==> src/rtl/ads1672_pkg.sv <==
// Shared types and constants for the ADS1672 serial-output-port emulator.
package ads1672_pkg;

   localparam int ADS1672_DATA_WIDTH = 24;

   typedef enum logic [2:0] {
      IDLE,
      SETTLE,
      CONV,
      READY,
      SHIFT
   } emu_state_t;

endpackage

==> src/rtl/ads1672_pin_sync.sv <==
// Multi-flop synchronizer for an asynchronous processor pin, with single-clock
// rise/fall pulses derived from the synchronized level.
module ads1672_pin_sync #(
   parameter int   SYNC_STAGES = 2,
   parameter logic RST_VAL     = 1'b0
) (
   input  logic clk,
   input  logic rst,
   input  logic pin,
   output logic level,
   output logic rise,
   output logic fall
);

   logic [SYNC_STAGES-1:0] chain;
   logic                   prev;

   // Shift the pin through the sync chain; keep last level for edge detection.
   always_ff @(posedge clk) begin
      if (rst) begin
         chain <= {SYNC_STAGES{RST_VAL}};
         prev  <= RST_VAL;
      end else begin
         chain[0] <= pin;
         for (int i = 1; i < SYNC_STAGES; i++) begin
            chain[i] <= chain[i-1];
         end
         prev <= level;
      end
   end

   assign level = chain[SYNC_STAGES-1];
   assign rise  = level & ~prev;
   assign fall  = ~level & prev;

endmodule

==> src/rtl/ads1672_adc_emu.sv <==
// ADS1672 serial output port emulator: periodic conversions announced on
// drdy_n, word shifted MSB-first on dout by the processor's sclk falls.
// Optional build macro ADS1672_EMU_RAMP_EN: words come from an internal ramp
// (0,1,2,...) instead of the sample_data/sample_valid source.
//
// state  | meaning
// IDLE   | start low, outputs quiet, counters cleared
// SETTLE | start seen, waiting SETTLE_CYCLES before first conversion
// CONV   | word just loaded; drdy_n driven low (after a 1-clk gap on overrun)
// READY  | drdy_n low, waiting for first sclk fall with cs_n low
// SHIFT  | frame being read; after DATA_WIDTH falls dout=0 until next conversion
module ads1672_adc_emu
   import ads1672_pkg::*;
#(
   parameter int DATA_WIDTH    = ADS1672_DATA_WIDTH,
   parameter int CONV_PERIOD   = 64,
   parameter int SETTLE_CYCLES = 8,
   parameter int SYNC_STAGES   = 2
) (
   input  logic                  clk,
   input  logic                  rst,
   input  logic                  start,
   input  logic                  sclk,
   input  logic                  cs_n,
   input  logic [DATA_WIDTH-1:0] sample_data,
   input  logic                  sample_valid,
   output logic                  sample_ready,
   output logic                  drdy_n,
   output logic                  dout,
   output logic                  overrun
);

   localparam int TW = $clog2(CONV_PERIOD);
   localparam int BW = $clog2(DATA_WIDTH + 1);
   localparam logic [TW-1:0] PERIOD_LAST = TW'(CONV_PERIOD - 1);
   localparam logic [TW-1:0] SETTLE_LAST = TW'(SETTLE_CYCLES - 1);
   localparam logic [BW-1:0] BITS_FULL   = BW'(DATA_WIDTH);

   emu_state_t            state, state_nxt;
   logic [TW-1:0]         per_cnt;
   logic [BW-1:0]         bit_cnt;
   logic [DATA_WIDTH-1:0] shift_reg;
   logic [DATA_WIDTH-1:0] word;
   logic [DATA_WIDTH-1:0] load_word;
   logic [DATA_WIDTH-1:0] word_next;

   logic start_s, start_rise, start_fall;
   logic sclk_s, sclk_rise, sclk_fall;
   logic cs_n_s, cs_n_rise, cs_n_fall;

   logic conv_event, overrun_evt, shift_en, drdy_n_nxt;
   logic fall_ok, frame_open, busy;

   ads1672_pin_sync #(.SYNC_STAGES(SYNC_STAGES), .RST_VAL(1'b0)) u_sync_start (
      .clk(clk), .rst(rst), .pin(start),
      .level(start_s), .rise(start_rise), .fall(start_fall)
   );

   ads1672_pin_sync #(.SYNC_STAGES(SYNC_STAGES), .RST_VAL(1'b0)) u_sync_sclk (
      .clk(clk), .rst(rst), .pin(sclk),
      .level(sclk_s), .rise(sclk_rise), .fall(sclk_fall)
   );

   ads1672_pin_sync #(.SYNC_STAGES(SYNC_STAGES), .RST_VAL(1'b1)) u_sync_cs_n (
      .clk(clk), .rst(rst), .pin(cs_n),
      .level(cs_n_s), .rise(cs_n_rise), .fall(cs_n_fall)
   );

   // Only the level of start and cs_n and the falling edge of sclk matter here.
   logic unused_edges;
   assign unused_edges = ^{start_rise, start_fall, sclk_s, sclk_rise, cs_n_rise, cs_n_fall};

`ifdef ADS1672_EMU_RAMP_EN
   assign load_word    = word;
   assign word_next    = word + DATA_WIDTH'(1);
   assign sample_ready = 1'b0;
   logic unused_sample;
   assign unused_sample = ^{sample_data, sample_valid};
`else
   assign load_word    = sample_valid ? sample_data : word;
   assign word_next    = load_word;
   assign sample_ready = conv_event & sample_valid;
`endif

   assign busy       = (state == CONV) || (state == READY) || (state == SHIFT);
   assign fall_ok    = sclk_fall & ~cs_n_s;
   assign frame_open = (state == CONV) || (state == READY) ||
                       ((state == SHIFT) && (bit_cnt < BITS_FULL));
   assign dout       = busy && !cs_n_s && (bit_cnt < BITS_FULL) && shift_reg[DATA_WIDTH-1];

   // State register.
   always_ff @(posedge clk) begin
      if (rst) begin
         state <= IDLE;
      end else begin
         state <= state_nxt;
      end
   end

   // Next state, conversion/overrun events and drdy_n; a conversion beats a
   // coincident sclk fall, and a start drop beats everything.
   always_comb begin
      state_nxt   = state;
      drdy_n_nxt  = 1'b1;
      conv_event  = 1'b0;
      overrun_evt = 1'b0;
      shift_en    = 1'b0;
      if (!start_s) begin
         state_nxt = IDLE;
      end else begin
         unique case (state)
            IDLE:    state_nxt  = SETTLE;
            SETTLE:  conv_event = (per_cnt == SETTLE_LAST);
            default: conv_event = (per_cnt == PERIOD_LAST);
         endcase
         if (conv_event) begin
            // On overrun drdy_n stays high one clk so the processor sees a new fall.
            overrun_evt = frame_open;
            drdy_n_nxt  = frame_open;
            state_nxt   = CONV;
         end else begin
            unique case (state)
               CONV: begin
                  state_nxt  = READY;
                  drdy_n_nxt = 1'b0;
               end
               READY: begin
                  if (fall_ok) begin
                     state_nxt = SHIFT;
                     shift_en  = 1'b1;
                  end else begin
                     drdy_n_nxt = 1'b0;
                  end
               end
               SHIFT:   shift_en = fall_ok && (bit_cnt < BITS_FULL);
               default: ;
            endcase
         end
      end
   end

   // Period timer, shift register, bit count, word source and registered outputs.
   always_ff @(posedge clk) begin
      if (rst) begin
         per_cnt   <= '0;
         bit_cnt   <= '0;
         shift_reg <= '0;
         word      <= '0;
         drdy_n    <= 1'b1;
         overrun   <= 1'b0;
      end else begin
         drdy_n  <= drdy_n_nxt;
         overrun <= overrun_evt;
         if (!start_s || (state == IDLE)) begin
            per_cnt   <= '0;
            bit_cnt   <= '0;
            shift_reg <= '0;
`ifdef ADS1672_EMU_RAMP_EN
            word      <= '0;
`endif
         end else if (conv_event) begin
            per_cnt   <= '0;
            bit_cnt   <= '0;
            shift_reg <= load_word;
            word      <= word_next;
         end else begin
            per_cnt <= per_cnt + TW'(1);
            if (shift_en) begin
               shift_reg <= {shift_reg[DATA_WIDTH-2:0], 1'b0};
               bit_cnt   <= bit_cnt + BW'(1);
            end
         end
      end
   end

endmodule
==> config.mk <==
export PLATFORM = sky130hd
export DESIGN_NAME = ads1672_adc_emu
export DESIGN_NICKNAME = d
export VERILOG_FILES = /design/src/rtl/ads1672_pkg.sv /design/src/rtl/ads1672_pin_sync.sv /design/src/rtl/ads1672_adc_emu.sv
export SDC_FILE = /design/constraint.sdc
export NUM_CORES = 1
export LEC_CHECK = 0
export BUFFER_PORTS_ARGS = -buffer_cell sky130_fd_sc_hd__buf_2
export CAP_MARGIN = 20
export CORE_MARGIN = 2
export CORE_UTILIZATION = 50
export DETAILED_ROUTE_END_ITERATION = 7
export PLACE_DENSITY = 0.7
export REMOVE_ABC_BUFFERS = 1
export SKIP_LAST_GASP = 1
export SYNTH_ARGS = -nofsm -noshare
export SYNTH_HDL_FRONTEND = slang
export SYNTH_HIERARCHICAL = 1
export SYNTH_SLANG_ARGS = --single-unit
==> constraint.sdc <==
create_clock -name clk -period 1.81 [get_ports clk]
set_input_delay 0 -clock clk [delete_from_list [all_inputs] [get_ports clk]]
set_output_delay 0 -clock clk [all_outputs]
set_load 0.03 [all_outputs]
# Yosys cells after proc, flatten, opt, wreduce, memory -nomap -nowiden
# Index checks and enable logic that the tools add are counted.
[op_classes]
mul = 0
bitwise_logic = 8
reduce_logical = 19
div = 0
shift = 0
n_eq_ne = 6
addsub = 2
muxes = 16
order_cmp = 1
[op_table]
columns = ["operator", "n"]
rows = [
  ["two-way mux 24 bit", 3],
  ["OR reduction 3 bit", 3],
  ["adder 6 x 1 -> 6 bit, second input constant", 1],
  ["equality test 3 x 2 -> 1 bit, second input constant", 2],
  ["equality test 6 x 3 -> 1 bit, second input constant", 1],
  ["equality test 6 bit, second input constant", 1],
  ["two-way mux 1 bit", 6],
  ["two-way mux 3 bit", 2],
  ["one-hot mux 1 bit (2 select lines)", 3],
  ["one-hot mux 3 bit (2 select lines)", 1],
  ["adder 5 x 1 -> 5 bit, second input constant", 1],
  ["logical AND 1 bit", 5],
  ["< comparator 5 bit, second input constant", 1],
  ["inverter 1 bit", 5],
  ["logical OR 1 bit", 4],
  ["OR reduction 2 bit", 2],
  ["AND 1 bit", 3],
  ["equality test 3 x 1 -> 1 bit, second input constant", 1],
  ["equality test 3 bit, second input constant", 1],
  ["logical NOT 3 bit", 1],
  ["logical NOT 1 bit", 2],
  ["two-way mux 2 bit", 1],
  ["AND reduction 2 bit", 1],
  ["nonzero test 2 bit", 1],
]
[word_totals]
n_memories = 0
latchBits = 0
romBits = 0
ff_bits = 71
mem_bits_rw = 0
in_bits = 30

# Logic depth before layout (Yosys ltp)
[logic_depth]
depth_word = 9
ltp_mapped = 8

# Modules after synthesis
# The synthesis kept the hierarchy.
[by_module_without_submodules]
columns = ["mod", "area_per_inst_um2", "n_inst", "cells_each", "seq_area_each_um2"]
rows = [
  ["ads1672_adc_emu", 3024.2, 1, 333, 1281.2],
  ["ads1672_pin_sync (u_sync_sclk ...)", 91.3, 2, 8, 60.1],
  ["ads1672_pin_sync (u_sync_cs_n)", 92.6, 1, 8, 60.1],
]

# Worst setup path before layout
# OpenSTA, ideal clock, no wires.
[synth_timing]
path_kind = "register -> output"
start = "register state[2]"
end = "output sample_ready"
path_stages_with_launch = 9
slack_ns = -0.167
t_arrival_ns = 1.977
path_cell_list = "dfxtp_1 > clkbuf_1 > nor3b_2 > mux2i_1 > or3_1 > buf_2 > buf_6 > buf_6 > nor2_1"
[synth_via]
elab_chain_len = 5
word_cells_on_any_way = 6
cone_classes = "eq/ne: 1; mux: 3; bitwise: 1; reduce/logical: 1"
[synth_lines]
columns = ["element", "line", "text"]
rows = [
  ["start, declared", "ads1672_adc_emu.sv:39", "emu_state_t state, state_nxt;"],
  ["start signal, assigned", "ads1672_adc_emu.sv:96", "state <= state_nxt;"],
  ["equality test 3 x 1 -> 1 bit / logical NOT 3 bit (equally long branches)", "ads1672_adc_emu.sv:111", "unique case (state)"],
  ["one-hot mux 1 bit (2 select lines) *", "ads1672_adc_emu.sv:111", ""],
  ["two-way mux 1 bit * (2 in a row)", "ads1672_adc_emu.sv:108", "if (!start_s) begin"],
  ["AND 1 bit *", "ads1672_adc_emu.sv:82", "assign sample_ready = conv_event & sample_valid;"],
  ["end, declared", "ads1672_adc_emu.sv:27", "output logic sample_ready,"],
]
# Every way passes the cells marked *; elsewhere a longest branch is shown, timed or not. The select of a mux whose other input is x is not followed.

# Worst setup path after layout
[layout_timing]
start = "register state[0]"
end = "register shift_reg[21]"
[layout_via]
elab_chain_len = 6
word_cells_on_any_way = 14
cone_classes = "eq/ne: 3; mux: 7; reduce/logical: 4"
[layout_lines]
columns = ["element", "line", "text"]
rows = [
  ["equality test 3 x 1 -> 1 bit / logical NOT 3 bit (equally long branches)", "ads1672_adc_emu.sv:111, ads1672_adc_emu.sv:154", ""],
  ["one-hot mux 1 bit (2 select lines)", "ads1672_adc_emu.sv:111", ""],
  ["two-way mux 1 bit", "ads1672_adc_emu.sv:108", ""],
  ["two-way mux 1 bit", "ads1672_adc_emu.sv:116", "if (conv_event) begin"],
  ["two-way mux 1 bit", "ads1672_adc_emu.sv:108", ""],
  ["nonzero test 2 bit (no source line)", "-", ""],
  ["end signal, assigned", "ads1672_adc_emu.sv:164", "shift_reg <= load_word;"],
  ["end signal, assigned", "ads1672_adc_emu.sv:169", "shift_reg <= {shift_reg[DATA_WIDTH-2:0], 1'b0};"],
  ["end, declared", "ads1672_adc_emu.sv:42", "logic [DATA_WIDTH-1:0] shift_reg;"],
]
# Several ways; a longest one is shown, not always the timed one. The select of a mux whose other input is x is not followed.
# A chain may end at the register's enable or synchronous reset.

==> flow_summary.toml <==
[clock_tree]
worstSkewPairLatency_ns = 0.35
cts_buffers = 9
cts_tree = "yes"
cts_buffer_depth = 2
path_clk_slew_ns = 0.08
cts_htree_levels = 3
cts-root-buf = "clkbuf_8"
clock-sinks = 71

[timing]
tightest_slew_ns = 0.393
period_share = 1.03
setup_viol = 18
max_freq_mhz = 537
finalMaxSlewViolations = 0
postLayoutSetupSlackWorst_ns = -0.0532
fin_tns_setup_ns = -0.352
rsz0062_at_grt = "true"
min_period_ns = 1.86
maxSlewHeadroom = 0.737
skew_ns = 0.00959
hold_violations = 0

[die]
rows = 29
die_area_um2 = 7090
pin_count = 34
die_x_um = 84.2
start_util = 0.512
core_um2 = 6280
die_h_um = 84.2

[detailed_routing]
drt_first_pass_iters = 4
drt-total-wl_mm = 8.76
final_antenna_net_count = 0
vias = 2854
route.detailed.drc = 0
drt_iter0_drc = 138
routedWlPerCell_um = 17.5
vias_per_cell = 5.70

[final_layout]
diodes = 0
syn2layout_area_growth_pct = 36.9
drive_gt1_frac = 0.380
instances_no_fill = 501
nets = 452

[hold_path]
holdCritPathClass = "primary input to flip-flop"

[power]
ir_drop_mv = 0.871
p_total_uw = 3120
p_per_area_nw_per_um2 = 709
p_leak_uw = 0.00144

[synth]
syn_area_um2 = 3210
synth.avg_cell_area_um2 = 9.24
yosysWarnings = 6
synth_cells = 348

[global_routing]
grtUsageTotal = 0.223
grt_pass1_wl_mm = 12.7
antenna_found_initial = 0
grt_max_degree = 32
grt_pass1_vias = 2682
grt-ovfl-total = 0

[worst_setup_path]
cp.arrival_ns = 2.11
end_kind = "flip-flop"
crit_fanout = 5
required_ns = 2.06
cp-start-kind = "flip-flop"
worstSetupPathType = "flip-flop to flip-flop"

[flow_run]
maxCapViolations = 0

[outcome]
outcome = "complete, but fails checks"
violations = "negative setup slack"

[place]
dpl.hpwl_mm = 4.53
gp_congestion = 0.724
dp.cells = 465
io_buffers = 33
-- per-layer routing --
layer / global-route usage / vias to the layer above / share of wire
li1: - / 1358 / -
met1: 0.305 / 1398 / 0.44
met2: 0.360 / 86 / 0.51
met3: 0.0364 / 12 / 0.042
met4: 0.0733 / 0 / 0.013
met5: 0 / - / 0
-- layout by cell type (no fill, tap or decap), drive strengths merged, types with 2 or more instances in the layout --
master	n
clkinvlp	3
a211oi	24
buf	75
nand3	10
nor2b	31
or2	2
dlygate4sd3	6
bufinv	2
a21oi	9
nand2	55
or3	3
o21ai	3
nand2b	2
nor2	34
clkbuf	15
or4	3
a311oi	23
a21o	2
nor3	29
dfxtp	71
xor2	2
o31ai	3
xnor2	3
inv	4
ha	2
-- area by class of cell --
| type | count | area, µm² |
|---|---|---|
| clock inverter | 5 | 82.6 |
| tap | 77 | 96.3 |
| sequential | 71 | 1430 |
| timing repair buffer | 86 | 778 |
| fill | 467 | 1880 |
| inverter | 4 | 15.0 |
| multi-input combinational | 248 | 1860 |
| clock buffer | 10 | 138 |
-- worst paths after layout --
| kind | slack [ns] | endpoint | startpoint | cells past startpoint |
|---|---|---|---|---|
| worst max-delay path | -0.05 | shift_reg[21] | state[0] | 8 |
| worst min-delay path | 0.004 | word[11] | sample_data[11] | 3 |
| worst max register to register | -0.05 | shift_reg[21] | state[0] | 8 |
| worst min register to register | 0.42 | u_sync_cs_n/chain[1] | u_sync_cs_n/chain[0] | 1 |
-- per-stage QoR --
stage,util,hold WS (ns),cell area (µm²),worst slack (ns)
2_1_floorplan,-,0.0691,3080,-1.12
3_3_place_gp,0.577,0.186,3620,-0.0502
3_5_place_dp,0.577,0.199,3620,-0.124
4_1_cts,0.641,0.00727,4030,-0.0605
5_1_grt,0.701,0.0116,4400,-0.118
6_report,0.701,0.00422,4400,-0.0532
-- where the power goes --
part           internal [µW]  switching [µW]  total [µW]
registers               1570            3.76        1570
logic                   51.6            76.1         128
clock network            806             615        1420
-- worst max-delay path, stage by stage (launching register included) --
cell and delay, ns:
dfxtp_2 0.36, buf_4 0.12, or3_4 0.12, nand2_2 0.06, or3_4 0.41, buf_12 0.17
buf_16 0.14, buf_4 0.15, a311oi_2 0.23
-- repair_timing --
item | 4_1_cts | 5_1_grt
hold endpoints to repair | 4 | 2
setup buffers | 0 | 7
hold buffers | 4 | 2
resized for setup | 12 | 33
endpoints found under the setup margin | 48 | 48
pin swaps | 3 | 18
gates cloned | 2 | 6
No activity file was read; power rests on OpenSTA's default activity.
